===== config.mk =====
export PLATFORM = sky130hd
export DESIGN_NAME = bcd_counter_n
export DESIGN_NICKNAME = d
export VERILOG_FILES = /design/src/rtl/bcd_counter_n.sv
export SDC_FILE = /design/constraint.sdc
export NUM_CORES = 1
export LEC_CHECK = 0
export BUFFER_PORTS_ARGS = -buffer_cell sky130_fd_sc_hd__buf_2
export CAP_MARGIN = 20
export CORE_MARGIN = 1
export CORE_UTILIZATION = 51
export CTS_BUF_LIST = sky130_fd_sc_hd__clkbuf_8
export CTS_CLUSTER_DIAMETER = 100
export DETAILED_ROUTE_END_ITERATION = 8
export PLACE_DENSITY_LB_ADDON = 0.05
export REMOVE_ABC_BUFFERS = 1
export SYNTH_ARGS = -nofsm -noshare
export SYNTH_HDL_FRONTEND = slang
export SYNTH_SLANG_ARGS = --single-unit

===== constraint.sdc =====
create_clock -name clk -period 2.2 [get_ports clk]
set_clock_uncertainty 0.15 [all_clocks]
set_input_delay 0 -clock clk [delete_from_list [all_inputs] [get_ports clk]]
set_output_delay 0 -clock clk [all_outputs]
set_load 0.005 [all_outputs]

===== src/rtl/bcd_counter_n.sv =====
// N-digit BCD up/down counter with programmable terminal count, synchronous
// clear/load, load validation and a one-cycle wrap pulse for cascading stages.

module bcd_digit (
  input  logic       up,
  input  logic       step,
  input  logic [3:0] d,
  output logic [3:0] nxt,
  output logic       carry
);
  always_comb begin
    nxt   = d;
    carry = 1'b0;
    if (step) begin
      if (up) begin
        if (d >= 4'd9) begin
          nxt   = 4'd0;
          carry = 1'b1;
        end else begin
          nxt = d + 4'd1;
        end
      end else begin
        if (d == 4'd0) begin
          nxt   = 4'd9;
          carry = 1'b1;
        end else begin
          nxt = d - 4'd1;
        end
      end
    end
  end
endmodule

module bcd_counter_n #(
  parameter int                  DIGITS   = 3,
  parameter logic [4*DIGITS-1:0] TERMINAL = 12'h999
) (
  input  logic                  clk,
  input  logic                  reset,
  input  logic                  en,
  input  logic                  up_dn,
  input  logic                  clr,
  input  logic                  load,
  input  logic [4*DIGITS-1:0]   load_val,
  output logic [4*DIGITS-1:0]   count,
  output logic                  wrap,
  output logic                  load_err
);
  localparam int W = 4*DIGITS;

  function automatic logic nibs_ok(input logic [W-1:0] v);
    nibs_ok = 1'b1;
    for (int i = 0; i < DIGITS; i++)
      if (v[4*i +: 4] > 4'd9) nibs_ok = 1'b0;
  endfunction

  localparam logic TERM_OK = nibs_ok(TERMINAL);

  logic [W-1:0]             count_q, count_d;
  logic                     wrap_q, wrap_d;
  logic                     load_err_q, load_err_d;
  logic [DIGITS:0]          carry;
  logic [DIGITS-1:0][3:0]   stepped;
  logic                     load_ok;

  // Digit 0 always steps; each digit's roll-over steps the next one. In down
  // mode the final borrow-out means every digit was zero, i.e. count == 0.
  assign carry[0] = 1'b1;

  for (genvar i = 0; i < DIGITS; i++) begin : g_dig
    bcd_digit u_dig (
      .up    (up_dn),
      .step  (carry[i]),
      .d     (count_q[4*i +: 4]),
      .nxt   (stepped[i]),
      .carry (carry[i+1])
    );
  end

  // With all nibbles valid BCD, a binary compare orders values correctly.
  assign load_ok = nibs_ok(load_val) && (load_val <= TERMINAL);

  always_comb begin
    count_d    = count_q;
    wrap_d     = 1'b0;
    load_err_d = 1'b0;
    if (clr) begin
      count_d = '0;
    end else if (load) begin
      if (load_ok) count_d = load_val;
      else         load_err_d = 1'b1;
    end else if (en) begin
      if (up_dn) begin
        if (count_q == TERMINAL) begin
          count_d = '0;
          wrap_d  = 1'b1;
        end else begin
          count_d = stepped;
        end
      end else begin
        if (carry[DIGITS]) begin
          count_d = TERMINAL;
          wrap_d  = 1'b1;
        end else begin
          count_d = stepped;
        end
      end
    end
  end

  always_ff @(posedge clk or negedge reset) begin
    if (!reset) begin
      count_q    <= '0;
      wrap_q     <= 1'b0;
      load_err_q <= 1'b0;
    end else begin
      count_q    <= count_d;
      wrap_q     <= wrap_d;
      load_err_q <= load_err_d;
    end
  end

  always_ff @(posedge clk) begin
    cfg_chk: assert (TERM_OK) else $error("bcd_counter_n: TERMINAL has a nibble above 9");
  end

  assign count    = count_q;
  assign wrap     = wrap_q;
  assign load_err = load_err_q;
endmodule


==> results.txt <==
ys async rst share = 100.0%
ANT cells = 0
Min Clock Period, post-route = 2.100 ns
largest net degree at the start of global routing = 27
CTS tree = built
critical path data arrival time = 2.14 ns
First-pass DRT Iterations = 7
sequential cell area = 350.3 µm²
H-tree depth = 1
synthesized area per cell = 7.967 µm²
fraction of the cycle the final worst path needs = 95.46%
leakage power = 0.9093 nW
final WL = 4810 µm
first-pass GRT wire length = 7603 µm
clk slew on worst S/H paths = 0.07 ns
Area Overhead vs Synth = 38.62%
CP Launch Type = flop
die area = 0.003109 mm²
HPWL after DPL = 3305 µm
Seq/Total Area, Yosys = 23.77%
xor and xnor area share after synthesis = 0.5942%
power density cells = 487.7 mW/mm²
number of vias per cell = 6.342
Compound-Gate Fraction of Synth Area = 36.59%
Top FF cell, synth = dfrtp_1
crit path kind = flop to flop
GP Congestion = 0.9814
global route overflow = 0
DR vias = 1744
CP Cell Sequence = inv_2, ha_2, nor4b_2, buf_4, a31oi_4, or2_1, nor4_1, a221o_1
GRT Util Overall = 31.15%
DR WL/cell = 17.49 µm
clk sink count = 14
Final Hold Viols = 0
TritonCTS Buffers = 3
# DRC = 0
vias in the first global route = 1634
# rows = 19
Clock Tree Root = clkbuf_8
Clock Latency Late Sink = 0.25 ns
FMAX = 0.4762 GHz
die height = 55.76 µm
worst min path class = input port to asynchronous set/reset pin
initial antenna violation count = 0
Syn Std Cell Area = 0.001474 mm²
initial cell density of the core = 53.45%
Post-synth EDFFs = 0
RSZ-0062 raised after global routing = no
Setup violations, final = 0
Layout Nets = 274
CP required = 2.24 ns
placed cell count = 257
clock buffer depth = 2
maximum fanout along the worst path = 4
most frequent cells in the layout = buf_2 (31), buf_4 (24), a21oi_1 (19)
number of buffers added on ports = 31
synth unique cells = 53
FF+latch count, synth = 14
core area = 0.002758 mm²
slowest stage cell, crit path = dfrtp_1
footprint of the multi-input gates = 0.001092 mm²
Mapped Cells = 185
status = completed
commonest non-fill, non-tap cell in the layout = buf_2
largest family of logic cells by synthesized area = compound AO/OA/AOI/OAI gates
Worst-Margin Slew = 0.6628 ns
VDD IR max = 477.1 µV
Slew headroom = 55.47%
# IOs = 32
# fillers = 228
Yosys warning count = 0
non-filler cells, final = 275
share of cells above drive strength 1 = 30.33%
Adder-Cell Fraction of Synth Area = 8.489%
Worst Setup End Kind = flop
multiplexer area fraction after synthesis = 0.6791%
TNS Setup = 0 ns
max incr delay on CP = 0.42 ns
Iter 0 DRT Violations = 118
Die W = 55.76 µm
Max Slew Vio Count = 0
post-route ant nets = 0
Max Cap Viol = 0
simple-gate share of the synthesized area = 23.26%
-- worst paths after layout --
kind | startpoint | endpoint | slack (ns) | depth (start not counted)
setup / recovery | count[0] | count[9] | 0.1 | 8
hold / removal | reset | count[9] | 0.03 | 2
setup reg to reg | count[0] | count[9] | 0.1 | 8
hold reg to reg | count[1] | count[1] | 0.43 | 2
max in group asynchronous | reset | count[5] | 1.62 | 2
min in group clk | en | wrap | 0.05 | 4
-- cells in the mapped netlist, drive strengths merged (6+ instances only) --
library cell,instances,share of area (%)
inv,12,3.1
a21oi,20,6.8
dfrtp,14,24
nor2,13,3.5
nor3,7,2.4
ha,10,8.5
o21ai,14,4.8
clkbuf,11,2.9
nand2b,6,2.5
-- registers in the layout, indices dropped and copies added (netlist names) --
register,flops
count,12
load_err,1
wrap,1
-- area by class of cell --
cell class,count,share of cell area [%]
sequential,14,17.15
tap,31,1.898
inverter,12,2.205
multi-input combinational,146,53.46
timing repair buffer,69,23.27
clock buffer,3,2.021
-- routing by layer --
layer	wire [µm]	track usage, %
met1	2041	40.44
met2	2305	52.32
met5	0	0
met4	114	13.57
met3	348	3.256
-- where the power goes --
group          internal [mW]  switching, mW
clock                  0.121          0.103
combinational          0.224          0.253
sequential             0.275         0.0207
-- critical path, delay by kind of cell, from the launching register on --
family | cells | cell delay, ns
and+or+nand+nor | 3 | 0.82
DFF | 1 | 0.42
buffers and inverters | 2 | 0.25
AOI/OAI and AO/OA | 2 | 0.21
adders and majority gates | 1 | 0.18
-- metrics by stage --
stage / utilization (%) / power (mW) / worst slack, ns / hold slack [ns] / instance area (µm²)
finish: 74.09 / 0.9964 / 0.09986 / 0.02882 / 2043
global route: 74.09 / 1.045 / 0.01260 / 0.05001 / 2043
CTS: 71.73 / 0.9447 / 0.01390 / 0.002305 / 1978
detailed placement: 64.84 / 0.6984 / -0.02864 / -0.2305 / 1788
global placement: 64.84 / 0.6871 / 0.05089 / -0.2331 / 1788
floorplan: - / 0.5229 / -0.09268 / -0.4456 / 1421
-- cells by family (layout without fill, tap and decap cells) --
logic type,count (synthesis),in the layout
AND/OR/NAND/NOR,59,59
AO/OA/AOI/OAI,75,75
multiplexers,1,1
adder cells (fa/ha/maj),10,10
XOR/XNOR,1,1
buffers and inverters,25,84
flip-flops,14,14
-- what timing repair did --
| action | CTS | global route |
|---|---|---|
| pin swaps | 1 | 2 |
| hold buffers | 13 | 1 |
| cloned | 0 | 0 |
| endpoints found under the setup margin | 1 | 5 |
| setup buffers | 1 | 0 |
| gates resized for setup | 3 | 13 |
| endpoints found under the hold margin | 24 | 1 |
Note: power is estimated with default switching activity, not from simulation.
